### config.mk
export PLATFORM = sky130hd
export DESIGN_NAME = axis_usb_cmd_decoder_flat
export DESIGN_NICKNAME = d
export VERILOG_FILES = /design/src/rtl/axis_usb_cmd_decoder_if.sv /design/src/rtl/axis_usb_cmd_decoder.sv /design/src/flat_wrapper.sv
export SDC_FILE = /design/constraint.sdc
export NUM_CORES = 1
export LEC_CHECK = 0
export CAP_MARGIN = 20
export CORE_MARGIN = 2
export CORE_UTILIZATION = 40
export DETAILED_ROUTE_END_ITERATION = 8
export HOLD_SLACK_MARGIN = 0.08
export MAX_ROUTING_LAYER = met4
export PLACE_DENSITY = 0.65
export SETUP_SLACK_MARGIN = 0.15
export SYNTH_ARGS = -nofsm -noshare
export SYNTH_HDL_FRONTEND = slang
export SYNTH_SLANG_ARGS = --single-unit
### constraint.sdc
create_clock -name aclk -period 3.9 [get_ports aclk]
set_input_delay 0.39 -clock aclk [delete_from_list [all_inputs] [get_ports aclk]]
set_output_delay 0.39 -clock aclk [all_outputs]
set_load 0.01 [all_outputs]
### src/rtl/axis_usb_cmd_decoder_if.sv
// AXI4-Stream link between the USB FIFO bridge and the command decoder.
// Ports: tdata/tvalid driven by master, tready driven by slave.
interface axis_usb_cmd_decoder_if;
  logic [31:0] tdata;
  logic        tvalid;
  logic        tready;

  modport master (
    output tdata,
    output tvalid,
    input  tready
  );

  modport slave (
    input  tdata,
    input  tvalid,
    output tready
  );
endinterface

### src/rtl/axis_usb_cmd_decoder.sv
// Host command decoder: turns USB host words into register-bus bursts.
// Ports: aclk/aresetn, s_axis (host words in), m_axis (replies out),
//        bus_* register bus, busy, cmd_cntr (completed commands).
module axis_usb_cmd_decoder #(
  parameter int ADDR_WIDTH = 16
) (
  input  logic                  aclk,
  input  logic                  aresetn,
  axis_usb_cmd_decoder_if.slave  s_axis,
  axis_usb_cmd_decoder_if.master m_axis,
  output logic [ADDR_WIDTH-1:0] bus_addr,
  output logic [31:0]           bus_wdata,
  output logic                  bus_wren,
  output logic                  bus_rden,
  input  logic [31:0]           bus_rdata,
  output logic                  busy,
  output logic [31:0]           cmd_cntr
);

  localparam int AW = ADDR_WIDTH;

  typedef enum logic [2:0] {
    S_HDR,
    S_WDATA,
    S_ACK,
    S_ERR,
    S_RHDR,
    S_RISSUE,
    S_RCAP,
    S_RSEND
  } state_t;

  state_t        state;
  logic          s_rdy;
  logic [31:0]   m_data;
  logic          m_vld;
  logic [11:0]   hdr_n;
  logic [15:0]   hdr_a;
  logic [11:0]   rem;
  logic [AW-1:0] addr;

  logic          s_hs;
  logic          m_hs;
  logic [3:0]    h_op;
  logic [11:0]   h_n;
  logic [15:0]   h_a;
  logic          is_nop;
  logic          is_wr;
  logic          is_rd;
  logic          is_bad;

  assign s_axis.tready = s_rdy;
  assign m_axis.tdata  = m_data;
  assign m_axis.tvalid = m_vld;

  assign s_hs = s_axis.tvalid & s_rdy;
  assign m_hs = m_vld & m_axis.tready;

  assign h_op = s_axis.tdata[31:28];
  assign h_n  = s_axis.tdata[27:16];
  assign h_a  = s_axis.tdata[15:0];

  assign is_nop = (h_op == 4'h0);
  assign is_wr  = (h_op == 4'h1);
  assign is_rd  = (h_op == 4'h2);
  assign is_bad = (h_op > 4'h2);

  always_ff @(posedge aclk or negedge aresetn) begin
    if (!aresetn) begin
      state     <= S_HDR;
      s_rdy     <= 1'b0;
      m_data    <= '0;
      m_vld     <= 1'b0;
      hdr_n     <= '0;
      hdr_a     <= '0;
      rem       <= '0;
      addr      <= '0;
      bus_addr  <= '0;
      bus_wdata <= '0;
      bus_wren  <= 1'b0;
      bus_rden  <= 1'b0;
      busy      <= 1'b0;
      cmd_cntr  <= '0;
    end else begin
      bus_wren <= 1'b0;
      bus_rden <= 1'b0;
      unique case (state)
        S_HDR: begin
          s_rdy <= 1'b1;
          busy  <= 1'b0;
          if (s_hs) begin
            hdr_n <= h_n;
            hdr_a <= h_a;
            rem   <= h_n;
            addr  <= h_a[AW-1:0];
            unique case (1'b1)
              is_nop: begin
                cmd_cntr <= cmd_cntr + 32'd1;
              end
              is_wr: begin
                busy <= 1'b1;
                if (h_n != 12'd0) begin
                  state <= S_WDATA;
                end else begin
                  state  <= S_ACK;
                  s_rdy  <= 1'b0;
                  m_data <= {4'h1, h_n, h_a};
                  m_vld  <= 1'b1;
                end
              end
              is_rd: begin
                state  <= S_RHDR;
                busy   <= 1'b1;
                s_rdy  <= 1'b0;
                m_data <= {4'h2, h_n, h_a};
                m_vld  <= 1'b1;
              end
              is_bad: begin
                // Unknown opcode: no data words follow, next word is a header.
                state  <= S_ERR;
                busy   <= 1'b1;
                s_rdy  <= 1'b0;
                m_data <= {4'hF, h_n, h_a};
                m_vld  <= 1'b1;
              end
            endcase
          end
        end

        S_WDATA: begin
          if (s_hs) begin
            bus_addr  <= addr;
            bus_wdata <= s_axis.tdata;
            bus_wren  <= 1'b1;
            addr      <= addr + AW'(1);
            rem       <= rem - 12'd1;
            if (rem == 12'd1) begin
              state  <= S_ACK;
              s_rdy  <= 1'b0;
              m_data <= {4'h1, hdr_n, hdr_a};
              m_vld  <= 1'b1;
            end
          end
        end

        S_ACK: begin
          if (m_hs) begin
            m_vld    <= 1'b0;
            cmd_cntr <= cmd_cntr + 32'd1;
            state    <= S_HDR;
            s_rdy    <= 1'b1;
            busy     <= 1'b0;
          end
        end

        S_ERR: begin
          if (m_hs) begin
            m_vld <= 1'b0;
            state <= S_HDR;
            s_rdy <= 1'b1;
            busy  <= 1'b0;
          end
        end

        S_RHDR: begin
          if (m_hs) begin
            m_vld <= 1'b0;
            if (rem != 12'd0) begin
              state    <= S_RISSUE;
              bus_rden <= 1'b1;
              bus_addr <= addr;
            end else begin
              state    <= S_HDR;
              cmd_cntr <= cmd_cntr + 32'd1;
              s_rdy    <= 1'b1;
              busy     <= 1'b0;
            end
          end
        end

        // bus_rden is high during this state; data arrives next cycle.
        S_RISSUE: begin
          state <= S_RCAP;
        end

        S_RCAP: begin
          m_data <= bus_rdata;
          m_vld  <= 1'b1;
          state  <= S_RSEND;
        end

        // Next read is issued only after the held word is taken.
        S_RSEND: begin
          if (m_hs) begin
            m_vld <= 1'b0;
            addr  <= addr + AW'(1);
            rem   <= rem - 12'd1;
            if (rem == 12'd1) begin
              state    <= S_HDR;
              cmd_cntr <= cmd_cntr + 32'd1;
              s_rdy    <= 1'b1;
              busy     <= 1'b0;
            end else begin
              state    <= S_RISSUE;
              bus_rden <= 1'b1;
              bus_addr <= addr + AW'(1);
            end
          end
        end

        default: begin
          state <= S_HDR;
        end
      endcase
    end
  end

endmodule

### src/flat_wrapper.sv
// flat-port wrapper written by rule: the top's interface ports become plain ports
module axis_usb_cmd_decoder_flat 
#(
  parameter int ADDR_WIDTH = 16
)
  (aclk, aresetn, bus_addr, bus_wdata, bus_wren, bus_rden, bus_rdata, busy, cmd_cntr, s_axis_tdata, s_axis_tvalid, s_axis_tready, m_axis_tdata, m_axis_tvalid, m_axis_tready);
  axis_usb_cmd_decoder_if s_axis_i ();
  axis_usb_cmd_decoder_if m_axis_i ();
  input  logic aclk;
  input  logic aresetn;
  output logic [ADDR_WIDTH-1:0] bus_addr;
  output logic [31:0] bus_wdata;
  output logic bus_wren;
  output logic bus_rden;
  input  logic [31:0] bus_rdata;
  output logic busy;
  output logic [31:0] cmd_cntr;
  input wire logic [$bits(s_axis_i.tdata)-1:0] s_axis_tdata;
  input wire logic [$bits(s_axis_i.tvalid)-1:0] s_axis_tvalid;
  output wire logic [$bits(s_axis_i.tready)-1:0] s_axis_tready;
  output wire logic [$bits(m_axis_i.tdata)-1:0] m_axis_tdata;
  output wire logic [$bits(m_axis_i.tvalid)-1:0] m_axis_tvalid;
  input wire logic [$bits(m_axis_i.tready)-1:0] m_axis_tready;
  assign s_axis_i.tdata = s_axis_tdata;
  assign s_axis_i.tvalid = s_axis_tvalid;
  assign s_axis_tready = s_axis_i.tready;
  assign m_axis_tdata = m_axis_i.tdata;
  assign m_axis_tvalid = m_axis_i.tvalid;
  assign m_axis_i.tready = m_axis_tready;
  axis_usb_cmd_decoder #(.ADDR_WIDTH(ADDR_WIDTH)) u_core (.aclk(aclk), .aresetn(aresetn), .s_axis(s_axis_i), .m_axis(m_axis_i), .bus_addr(bus_addr), .bus_wdata(bus_wdata), .bus_wren(bus_wren), .bus_rden(bus_rden), .bus_rdata(bus_rdata), .busy(busy), .cmd_cntr(cmd_cntr));
endmodule
Word-level counts from Yosys, hierarchy flattened
Cells that the tools add are included.
{"block": "classes", "n_addsub": 3, "magnitude_cmp": 1, "eq_ne": 26, "n_mux": 69, "bitwise_logic": 2, "reduce_logical": 25}
{"operator": "two-way mux 32 bit", "n": 11}
{"operator": "one-hot mux 32 bit (3 select lines)", "n": 2}
{"operator": "two-way mux 16 bit", "n": 8}
{"operator": "one-hot mux 32 bit (4 select lines)", "n": 1}
{"operator": "one-hot mux 16 bit (3 select lines)", "n": 2}
{"operator": "two-way mux 12 bit", "n": 3}
{"operator": "one-hot mux 12 bit (3 select lines)", "n": 1}
{"operator": "adder 32 x 1 -> 32 bit (second input constant)", "n": 1}
{"operator": "two-way mux 1 bit", "n": 24}
{"operator": "two-way mux 3 bit", "n": 8}
{"operator": "nonzero test 12 bit", "n": 2}
{"operator": "!= test 2 x 1 -> 1 bit (second input constant)", "n": 11}
{"operator": "one-hot mux 3 bit (7 select lines)", "n": 1}
{"operator": "AND reduction 6 bit", "n": 3}
{"operator": "adder 16 x 1 -> 16 bit (second input constant)", "n": 1}
{"operator": "AND reduction 8 bit", "n": 2}
{"operator": "AND reduction 7 bit", "n": 2}
{"operator": "equality test 12 x 1 -> 1 bit (second input constant)", "n": 1}
{"operator": "equality test 3 bit (second input constant)", "n": 4}
{"operator": "nonzero test 4 bit", "n": 3}
{"operator": "subtractor 12 x 1 -> 12 bit (second input constant)", "n": 1}
{"operator": "one-hot mux 3 bit (3 select lines)", "n": 1}
{"operator": "nonzero test 3 bit", "n": 3}
{"operator": "one-hot mux 1 bit (4 select lines)", "n": 2}
{"operator": "other kinds (21)", "n": 28}
{"block": "totals", "register_bits": 176, "input_bits": 68, "out_inout_bits": 117, "elab_cells": 140}

Logic depth before layout (Yosys ltp)
{"block": "depth", "ltp_word": 5, "mapped_depth": 9, "ltp_nobuf": 7}

Worst setup path after synthesis
No wires, ideal clock.
{"block": "synth_path", "kind": "input to register", "startpoint": "in s_axis_tdata[23]", "endpoint": "reg u_core.m_data[22] (netlist: u_core.m_axis.tdata[22])", "setup_time_ns": 0.125, "arrival_ns": 1.849, "t_required_ns": 3.775, "slack_ns": 1.927, "path_stages": 6, "n_path_buf": 1, "cell_sequence": "nor4_1 and4_1 o211ai_1 a21oi_4 buf_6 mux2_2"}
{"block": "synth_via", "elab_chain_cells": 3}
{"element": "start: declaration", "line": "flat_wrapper.sv:18", "text": "input wire logic [$bits(s_axis_i.tdata)-1:0] s_axis_tdata;"}
{"element": "nonzero test 12 bit", "line": "axis_usb_cmd_decoder.sv:102", "text": "if (h_n != 12'd0) begin"}
{"element": "!= test 3 bit (no line)"}
{"element": "AND reduction 6 bit (no line)"}
{"element": "end signal: assignment", "line": "axis_usb_cmd_decoder.sv:107", "text": "m_data <= {4'h1, h_n, h_a};"}
{"element": "end signal: assignment", "line": "axis_usb_cmd_decoder.sv:115", "text": "m_data <= {4'h2, h_n, h_a};"}
{"element": "end signal: assignment", "line": "axis_usb_cmd_decoder.sv:123", "text": "m_data <= {4'hF, h_n, h_a};"}
{"element": "end: declaration", "line": "axis_usb_cmd_decoder.sv:35", "text": "logic [31:0] m_data;"}
Every way passes these cells.
A chain may end at the register's enable or synchronous reset.

Final worst setup path
{"block": "layout_path", "startpoint": "reg u_core.state[1]", "endpoint": "reg u_core.addr[3]"}
{"block": "layout_via", "elab_chain_cells": 3, "elab_cells_between_ends": 9, "classes_between": "eq/ne: 5; mux: 1; reduce/logical: 3"}
{"element": "start: declaration", "line": "axis_usb_cmd_decoder.sv:33", "text": "state_t state;"}
{"element": "start signal: assignment", "line": "axis_usb_cmd_decoder.sv:70", "text": "state <= S_HDR;"}
{"element": "start signal: assignment", "line": "axis_usb_cmd_decoder.sv:103", "text": "state <= S_WDATA;"}
{"element": "start signal: assignment", "line": "axis_usb_cmd_decoder.sv:105", "text": "state <= S_ACK;"}
{"element": "equality test 3 bit (tied with other cells)", "line": "axis_usb_cmd_decoder.sv:87", "text": "unique case (state)"}
{"element": "!= test 2 x 1 -> 1 bit (no line) / nonzero test 3 bit (equally long branches)"}
{"element": "AND reduction 4 bit (no line)"}
{"element": "end signal: assignment", "line": "axis_usb_cmd_decoder.sv:95", "text": "addr <= h_a[AW-1:0];"}
{"element": "end signal: assignment", "line": "axis_usb_cmd_decoder.sv:135", "text": "addr <= addr + AW'(1);"}
{"element": "end signal: assignment", "line": "axis_usb_cmd_decoder.sv:196", "text": "addr <= addr + AW'(1);"}
{"element": "end: declaration", "line": "axis_usb_cmd_decoder.sv:40", "text": "logic [AW-1:0] addr;"}
Parallel ways exist; a longest one is shown, timed or not.

==> flow_metrics.py <==
metrics = {
    "outcome": {
        "outcome": "finished, final reports clean",
    },
    "die": {
        "dieHeight_um": 154,
        "ios": 185,
        "fp.dieW_um": 154,
        "die_area_um2": 23600,
        "coreArea_um2": 21900,
        "rows": 54,
        "start_util_pct": 40.9,
    },
    "synth": {
        "yosysTopAreaCellShare_pct": 49.2,
        "ys_ff_latch": 176,
        "avgSynthCellArea_um2": 10.7,
        "seq_area_frac_synth_pct": 49.2,
        "ys_types": 65,
        "yosysMostFrequentCell": "dfrtp_1",
        "yosys_warnings": 0,
        "yosysTopAreaCell": "dfrtp_1",
        "synthCells": 837,
        "syn_nets": 910,
        "async_flop_share_pct": 100,
        "synthFlopType": "dfrtp_1",
        "synth_common_cells": "dfrtp_1 (176), nand2_1 (114), mux2_2 (91)",
        "synth.area.top_cells": "dfrtp_1 (49%), mux2_2 (11%), nand2_1 (4.8%)",
        "syn_area_um2": 8960,
        "synth_edf_count": 0,
    },
    "cells_and_area": {
        "antenna_cells": 0,
        "syn_to_final_growth_pct": 30.2,
        "nets": 1078,
        "fillerInstances": 1991,
        "drive_gt1_share_pct": 18.7,
    },
    "drt": {
        "drcViolationCount": 0,
        "avgRoutedWirePerCell_um": 18.1,
        "finalWirelength_um": 23500,
        "vias": 7083,
        "ant_nets": 0,
        "drt_iter0_drc": 595,
        "avgViaCountPerCell": 5.46,
        "drt_pre_antenna_iters": 6,
    },
    "clock_tree": {
        "postCtsSetupBuffers": 0,
        "clock_latency_ns": 0.43,
        "root_buffer": "clkbuf_16",
        "path_clk_slew_ns": 0.07,
        "htreeDepth": 4,
        "post_cts_resize_count": 0,
        "cts_tree": "built",
        "cts_buffer_depth": 2,
        "clock-sinks": 176,
        "cts-buffers-inserted": 17,
    },
    "power": {
        "power_frac_seq_pct": 35.0,
        "p_per_area_nw_per_um2": 793,
        "power.leakage_nw": 4.91,
        "fin_total_pwr_mw": 9.25,
        "p_comb_share_pct": 45.7,
        "p_int_mw": 5.83,
        "clkPwrFrac_pct": 19.4,
        "ir_worst_vdd_mv": 0.394,
        "swShare_pct": 37.0,
        "p_sw_mw": 3.42,
    },
    "timing": {
        "fin_skew_ns": 0.0158,
        "slew_headroom_pct": 44.4,
        "drv_slew": 0,
        "finalCritPeriodShare_pct": 68.1,
        "whs_ns": 0.476,
        "worst_pin_slew_ns": 0.834,
        "finalSetupViolations": 0,
        "layout_min_cycle_time_ns": 2.66,
        "rsz0062_at_grt": "no",
        "finalSetupTns_ns": 0,
        "hold_violations": 0,
        "max_freq_ghz": 0.377,
    },
    "critical_path": {
        "cp-start-kind": "flip-flop",
        "crit_type": "reg -> reg",
        "cp.required_ns": 4.24,
        "cp-end-kind": "flip-flop",
        "path_max_fanout": 28,
        "cp.arrival_ns": 2.99,
    },
    "grt": {
        "grt_pass1_wl_um": 38300,
        "grt_max_degree": 86,
        "grt_pass1_vias": 6975,
        "overflow": 0,
        "grt.total_usage_pct": 20.7,
        "antenna_found_initial": 0,
    },
    "placed_design": {
        "gp_congestion": 0.860,
        "dp_hpwl_um": 16200,
        "io_buffers": 184,
    },
    "worst_hold_path": {
        "hold_class": "reg -> reg",
    },
    "run": {
        "cap_viol_max_count": 0,
    },
}
layout by cell type (no fill, tap or decap), types with 3 or more instances in the layout:
master           synthesis  routed
and3_1                   8       8
nand2_1                114     114
nor4_2                   5       5
o2bb2ai_1                3       3
o22ai_1                  5       5
ha_1                     5       5
nor2_1                  48      46
o211ai_1                 5       5
nor3_1                  20      20
mux2_4                  10      10
buf_4                    4      15
nor3_2                  15      15
o21a_1                   5       5
xnor2_1                 13      13
and4_1                   5       5
and2_1                   6       6
nor2_2                   2       3
mux2i_1                  4       4
mux2_1                   4       4
a22oi_1                 32      32
a31oi_1                 12      12
clkdlybuf4s50_1          0     183
inv_6                    0       5
inv_1                   18      18
inv_8                    0       3
dfrtp_1                176     176
clkbuf_16                0      17
nor3b_1                  4       3
nand3_1                 19      19
xor2_1                  34      34
mux2_2                  91      91
a21oi_1                 33      33
a31o_2                   5       5
nor4_1                   8       8
nand4_1                 13      13
o21ai_0                 19      19
o22a_1                   7       7
metrics by stage:
step	cells	utilization, %	area [µm²]	setup WS [ns]
after floorplan	837	-	8960	1.93
after global placement	1265	50.4	11000	0.837
after detailed placement	1265	50.4	11000	0.836
after CTS	1298	53.3	11700	1.26
after global routing	1298	53.3	11700	1.10
final	1298	53.3	11700	1.24
kinds of logic (layout without fill, tap and decap cells):
group	Yosys count	in the layout	share of synthesized area, %
AOI/OAI and AO/OA	150	150	11.6
DFF	176	176	49.2
adders and majority gates	5	5	0.699
and+or+nand+nor	280	280	16.0
buffers and inverters	70	251	3.86
xor gates and xnor gates	47	47	4.60
muxes	109	109	14.1
registers in the layout, indices dropped and copies added (netlist names), 3 cells and up:
signal	count
u_core.addr	16
u_core.bus_addr	16
u_core.bus_wdata	32
u_core.cmd_cntr	32
u_core.hdr_a	16
u_core.hdr_n	12
u_core.m_axis.tdata	32
u_core.rem	12
u_core.state	3
cell type report:
| type | count | area, µm² | share of cell area (%) |
|---|---|---|---|
| clock inverters | 15 | 193 | 1.65 |
| clock buffers | 17 | 425 | 3.65 |
| well taps | 280 | 350 | 3.00 |
| flip-flops and latches | 176 | 4400 | 37.8 |
| repair buffers | 201 | 1990 | 17.0 |
| multi-input cells | 591 | 4240 | 36.3 |
| inverters | 18 | 67.6 | 0.579 |
path summary, 6_finish.rpt:
| check | from | endpoint | slack [ns] | cells after the start |
|---|---|---|---|---|
| worst min-delay path | u_core.cmd_cntr[31]$_DFFE_PN0P_ | u_core.cmd_cntr[31]$_DFFE_PN0P_ | 0.48 | 1 |
| worst max-delay path | u_core.state[1]$_DFFE_PN0P_ | u_core.addr[3]$_DFFE_PN0P_ | 1.24 | 6 |
| worst max register to register | u_core.state[1]$_DFFE_PN0P_ | u_core.addr[3]$_DFFE_PN0P_ | 1.24 | 6 |
| min in group asynchronous | aresetn | u_core.cmd_cntr[3]$_DFFE_PN0P_ | 0.58 | 2 |
| max in group asynchronous | aresetn | u_core.s_axis.tready$_DFFE_PN0P_ | 2.43 | 3 |
| worst min register to register | u_core.cmd_cntr[31]$_DFFE_PN0P_ | u_core.cmd_cntr[31]$_DFFE_PN0P_ | 0.48 | 1 |
per-layer routing:
| layer | global-route usage (%) | wire length (µm) | vias to the layer above | part of all wire [%] |
|---|---|---|---|---|
| li1 | - | - | 3343 | - |
| met1 | 28.8 | 11100 | 3528 | 47 |
| met2 | 31.5 | 11000 | 195 | 47 |
| met3 | 4.43 | 1190 | 17 | 5.1 |
| met4 | 4.33 | 182 | 0 | 0.78 |
| met5 | - | 0 | - | 0 |
worst max-delay path, cell delays in order (launching register included):
cell	delay (ns)
dfrtp_1	0.81
nand2_1	0.28
a21oi_4	0.55
buf_4	0.40
nor2_1	0.11
a31o_2	0.22
a22oi_1	0.17
power groups by stage:
| stage | clock (mW) | sequential, mW | combinational [mW] |
|---|---|---|---|
| final | 1.79 | 3.24 | 4.22 |
| after global routing | 1.91 | 3.36 | 4.59 |
| after CTS | 1.83 | 3.23 | 4.26 |
| after detailed placement | 0 | 3.26 | 4.24 |
| after global placement | 0 | 3.24 | 4.19 |
| after floorplan | 0 | 3.27 | 2.60 |
repair_timing:
| action | CTS | global route |
|---|---|---|
| endpoints found under the setup margin | 0 | 0 |
| hold endpoints to repair | 31 | 0 |
| hold buffers | 1 | 0 |
No activity file was read; power rests on OpenSTA's default activity.
